## src/rtl/adder_pkg.sv

```systemverilog
// Shared defaults for the adder family.
// Sibling adder blocks take their width from here.
package adder_pkg;

  localparam int ADDER_WIDTH = 16;

endpackage : adder_pkg

```

## src/rtl/full_adder.sv

```systemverilog
// One-bit full adder cell.
// Purely combinational; chained to form the ripple adder.
module full_adder (
  input  logic a,
  input  logic b,
  input  logic cin,
  output logic s,
  output logic cout
);

  logic p;

  assign p    = a ^ b;
  assign s    = p ^ cin;
  assign cout = (a & b) | (cin & p);

endmodule : full_adder

```

## src/rtl/ripple_carry_adder.sv

```systemverilog
// Registered unsigned adder built from a ripple chain of full adders.
// Carry-out of the top bit lands in Cout one cycle after the operands.
module ripple_carry_adder
  import adder_pkg::*;
#(
  parameter int WIDTH = ADDER_WIDTH
) (
  input  logic             clk,
  input  logic             rst,
  input  logic [WIDTH-1:0] operand1,
  input  logic [WIDTH-1:0] operand2,
  output logic             Cout,
  output logic [WIDTH-1:0] Result
);

  logic [WIDTH:0]   c;
  logic [WIDTH-1:0] sum_d;
  logic [WIDTH-1:0] result_q;
  logic             cout_d;
  logic             cout_q;

  // No carry-in port: the chain starts from zero.
  assign c[0] = 1'b0;

  for (genvar i = 0; i < WIDTH; i++) begin : g_fa
    full_adder u_fa (
      .a    (operand1[i]),
      .b    (operand2[i]),
      .cin  (c[i]),
      .s    (sum_d[i]),
      .cout (c[i+1])
    );
  end

  assign cout_d = c[WIDTH];

  always_ff @(posedge clk) begin
    if (rst) begin
      result_q <= '0;
      cout_q   <= 1'b0;
    end else begin
      result_q <= sum_d;
      cout_q   <= cout_d;
    end
  end

  assign Result = result_q;
  assign Cout   = cout_q;

endmodule : ripple_carry_adder

```

## config.mk

```make
export PLATFORM = sky130hd
export DESIGN_NAME = ripple_carry_adder
export DESIGN_NICKNAME = d
export VERILOG_FILES = /design/src/rtl/adder_pkg.sv /design/src/rtl/full_adder.sv /design/src/rtl/ripple_carry_adder.sv
export SDC_FILE = /design/constraint.sdc
export NUM_CORES = 1
export LEC_CHECK = 0
export CAP_MARGIN = 20
export CORE_ASPECT_RATIO = 1.5
export CORE_MARGIN = 2
export CORE_UTILIZATION = 35
export CTS_CLUSTER_SIZE = 16
export DETAILED_ROUTE_END_ITERATION = 7
export GPL_ROUTABILITY_DRIVEN = 0
export PLACE_DENSITY = 0.89
export SKIP_LAST_GASP = 1
export SLEW_MARGIN = 20
export SYNTH_ARGS = -nofsm -noshare
export SYNTH_HDL_FRONTEND = slang
export SYNTH_SLANG_ARGS = --single-unit
```

## constraint.sdc

```tcl
create_clock -name clk -period 11.8 [get_ports clk]
set_input_delay 3.54 -clock clk [delete_from_list [all_inputs] [get_ports clk]]
set_output_delay 3.54 -clock clk [all_outputs]
set_load 0.01 [all_outputs]
```

### Yosys cells after proc, flatten, opt, wreduce, memory -nomap -nowiden

Index checks and enable logic that the tools add are counted.

* bits in registers: 17
* latch bits: 0
* RAM bits: 0
* memory bits (read-only): 0
* output and inout bits: 17
* logic and storage cells: 79
* memories: 0

* add/subtract/negate cells: 0
* multipliers: 0
* divide/modulo/power cells: 0
* order comparisons: 0
* equal/unequal tests: 0
* shift-type cells: 0
* mux-type cells: 0
* bitwise logic cells: 77
* reductions and logical operators: 0

Operator list (count)
* 1-bit AND: 31
* 1-bit bitwise XOR: 31
* 1-bit OR: 15

### Longest topological paths before layout

* word-level depth: 31
* gate-level depth with buffers: 20
* gate-level depth less buffers: 20

### By module

Synthesis repeated with hierarchy kept, for this count alone.

* cell total of the unflattened synthesis: 52
* area, all modules: 799.5 um^2

By module, submodules not included
* ripple_carry_adder: instances 1, cells an instance 36, area each 479.2 um^2
* full_adder: instances 16, cells an instance 1, area each 20.0 um^2

### Worst setup path after synthesis

Ideal clock, no wire load.

* kind: input to register
* start point: input port operand1[0]
* end point: register result_q[15], in the netlist Result[15]
* arrival: 9.383 ns
* setup slack: 2.353 ns
* stages on the path: 20
* path buffers: 0
* path through: ha_1 > fa_1 > fa_1 > fa_1 > fa_1 > fa_1 > fa_1 > fa_1 > fa_1 > inv_1 > fa_1 > inv_1 > fa_1 > fa_1 > fa_1 > fa_1 > fa_1 > inv_1 > fa_1 > nor2_1

* longest elaborated chain between the ends: 30

RTL lines
* from (decl): line ripple_carry_adder.sv:10 `input logic [WIDTH-1:0] operand1,`
* 1-bit AND (2 in series): line full_adder.sv:15 `assign cout = (a & b) | (cin & p);`
* 1-bit OR: line full_adder.sv:15
* 1-bit AND: line full_adder.sv:15
* 1-bit OR: line full_adder.sv:15
* 1-bit AND: line full_adder.sv:15
* 1-bit OR: line full_adder.sv:15
* 1-bit AND: line full_adder.sv:15
* 1-bit OR: line full_adder.sv:15
* [... 13 more ...]
* 1-bit OR: line full_adder.sv:15
* 1-bit AND: line full_adder.sv:15
* 1-bit OR: line full_adder.sv:15
* 1-bit AND: line full_adder.sv:15
* 1-bit OR: line full_adder.sv:15
* 1-bit AND: line full_adder.sv:15
* 1-bit OR: line full_adder.sv:15
* 1-bit bitwise XOR: line full_adder.sv:14 `assign s = p ^ cin;`
* to (signal assigned): line ripple_carry_adder.sv:42 `result_q <= sum_d;`
* to (decl): line ripple_carry_adder.sv:18 `logic [WIDTH-1:0] result_q;`

No other way between the ends.
A chain may end at the register's enable or synchronous reset.

### Worst setup path in the final report

Ends and elaborated chain as after synthesis.

==> flow_summary.yaml <==
outcome:
  run_status: "completed"
routing:
  drt_first_iter_violations: 1
  drt_wl_total_mm: 1.453
  drc: 0
  vias: 564
  wl_per_cell_um: 10.84
  antenna_violating_nets_post_route: 0
  drt_pre_antenna_iters: 2
  detail_route.vias_per_cell: 4.209
critical_path:
  worst-path-buf-inv: 4
  critPathKind: "input pin to flip-flop"
  crit_path_cells: "clkdlybuf4s50_1 > ha_1 > fa_1 > fa_1 > fa_1 > fa_1 > fa_1 > fa_1 > fa_1 > fa_1 > inv_1 > fa_1 > inv_1 > fa_1 > fa_1 > fa_1 > fa_1 > fa_1 > inv_1 > fa_1 > nor2_1"
  cell_with_the_biggest_individual_delay_on_the_critical_path: "sky130_fd_sc_hd__clkdlybuf4s50_1"
  setup.worst_path.start_class: "input pin"
  worstPathArrival_ns: 10.05
  crit_path_end_kind: "flip-flop"
  crit_path_frequent_cell: "sky130_fd_sc_hd__fa_1"
  critical_path_depth: 21
  cp-startpoint: "operand1[0]"
  crit_path_max_incr_delay_ns: 0.41
  crit_path_max_fanout: 1
  data_required_time_at_the_worst_endpoint_ns: 12.02
  cpLargestDelayFamily: "adder cells"
cells_and_area:
  insertedDiodeCount: 0
  fin_area_um2: 1340
  nets: 162
  syn_to_layout_area_delta_pct: 68.66
  post_route_cells_drive_above_1_share_pct: 3.604
grt:
  number_of_global_route_vias_before_repair: 599
  use_met1_pct: 13.42
  grt_overflow_total: 0
  first_pass_grt_wire_length_mm: 2.511
  antenna_found_initial: 0
  global_route.usage.met2_pct: 20.83
  global_route.peak_usage_layer: "met2"
  grtUsageTotal_pct: 12.28
  grt_start_max_net_pins: 18
  gr-usage-met3_pct: 3.779
floorplanning:
  initial_utilization_pct: 36.43
  die_w_um: 42.90
  floorplan.rows: 21
  fp.dieArea_um2: 2675
  num_io_pins: 51
  floorplan.die.height_um: 62.35
  placeableCoreArea_um2: 2181
synthesis:
  synth_sequential_area_ratio_pct: 42.83
  synth_area_um2: 794.5
  synth-warning-count: 0
  syn-num-nets: 108
  yosys_register_bits: 17
  synthDominantCellAreaShare_pct: 42.83
  synth_top_cell_by_area: "sky130_fd_sc_hd__dfxtp_1"
  postSynthAreaPerCell_um2: 13.70
  synth_cells: 58
  synth_unique_cells: 8
  synth.top_cells.by_area: "sky130_fd_sc_hd__dfxtp_1 (43%), sky130_fd_sc_hd__fa_1 (38%), sky130_fd_sc_hd__nor2b_1 (7.9%)"
timing:
  timing.final.hold_violations: 0
  finalWorstPathRequiredPeriod_ns: 9.831
  fmax_ghz: 0.1017
  setup-tns-final_ns: 0
  timing_max_transition_violations_final: 0
  worstMarginPinSlew_ns: 0.5348
  grt_setup_unrepaired: "false"
  min_period_over_period_pct: 83.31
  finalSetupViolCount: 0
  slew_headroom_pct: 64.24
cts:
  cts_max_level: 1
  max-clock-path-buffers: 2
  cts_resized: 0
  cts.repair_timing.setup_buffer_count: 0
  cts_tree: "built"
  clock_sink_count: 17
  cts.hold.buffers_added: 0
  clock_tree.root_cell: "sky130_fd_sc_hd__clkbuf_4"
  clk_pin_slew_ns: 0.10
  cts_buffers: 3
pwr:
  cell_pwr_density_nw_per_um2: 105.9
  peakVddDrop_mv: 0.04569
  power_leakage_nw: 0.5555
worst_hold_path:
  worstHoldPathCells: 4
  holdCritPathClass: "input pin to flip-flop"
  hold_start: "operand2[9]"
placement:
  io_buffers: 50
  hpwl_after_detailed_placement_mm: 1.278
  placedInstanceArea_um2: 1313
job:
  drv.max_cap_violation_count: 0
-- metal layers --
metal | part of all wire (%) | wire length (µm) | vias up
li1 | - | - | 273
met1 | 33 | 473 | 253
met2 | 53 | 775 | 36
met3 | 13 | 192 | 2
met4 | 0.83 | 12 | 0
met5 | 0 | 0 | -
-- flip-flops by register name, indices dropped and copies added (netlist names) --
register / cells
Result: 16
Cout: 1
-- final cells by class --
cell class | count | area (µm²)
Fill cell | 187 | 840.8
Timing Repair Buffer | 50 | 500.5
Multi-Input combinational cell | 33 | 416.7
Sequential cell | 17 | 340.3
Tap cell | 23 | 28.78
Inverter | 7 | 26.28
Clock buffer | 3 | 22.52
Clock inverter | 1 | 5.005
-- cell usage in the layout (no fill, tap or decap) --
master,Yosys,layout
sky130_fd_sc_hd__clkdlybuf4s50_1,0,50
sky130_fd_sc_hd__dfxtp_1,17,17
sky130_fd_sc_hd__fa_1,15,15
sky130_fd_sc_hd__nor2b_1,10,10
sky130_fd_sc_hd__inv_1,7,7
sky130_fd_sc_hd__and2b_1,4,4
sky130_fd_sc_hd__nor2_1,3,3
sky130_fd_sc_hd__clkbuf_4,0,3
sky130_fd_sc_hd__ha_1,1,1
sky130_fd_sc_hd__clkinv_2,0,1
-- power breakdown --
part | internal [W] | switching (W) | leakage, nW
sequential | 0.0000645 | 0.00000171 | 0.142
clock | 0.0000126 | 0.0000167 | 0.0177
combinational | 0.0000299 | 0.0000164 | 0.396
-- stage by stage --
stage / utilization [%] / power [W] / hold slack (ns) / std cells / setup WS, ns
detailed placement: 60.18 / 0.0001147 / 4.258 / 130 / 1.597
finish: 61.45 / 0.0001419 / 3.958 / 134 / 1.969
global placement: 60.18 / 0.0001132 / 4.256 / 130 / 1.738
floorplan: - / 0.00008466 / 3.612 / 58 / 2.353
CTS: 61.45 / 0.0001447 / 3.953 / 134 / 1.924
global route: 61.45 / 0.0001528 / 3.976 / 134 / 1.708
-- synth_stat cells --
cell type / n
sky130_fd_sc_hd__dfxtp_1: 17
sky130_fd_sc_hd__buf_6: 1
sky130_fd_sc_hd__nor2b_1: 10
sky130_fd_sc_hd__nor2_1: 3
sky130_fd_sc_hd__fa_1: 15
sky130_fd_sc_hd__inv_1: 7
sky130_fd_sc_hd__and2b_1: 4
sky130_fd_sc_hd__ha_1: 1
-- path summary, 6_finish.rpt --
check,end,slack (ns)
max,Result[15]$_SDFF_PP0_,1.97
min,Result[9]$_SDFF_PP0_,3.96
-- logic make-up after synthesis --
kind of cell  synth area share, %
flops                       42.84
fa+ha+maj                   39.37
simple gates                13.07
buf+inv                     4.725
(Power assumes the default switching activity.)
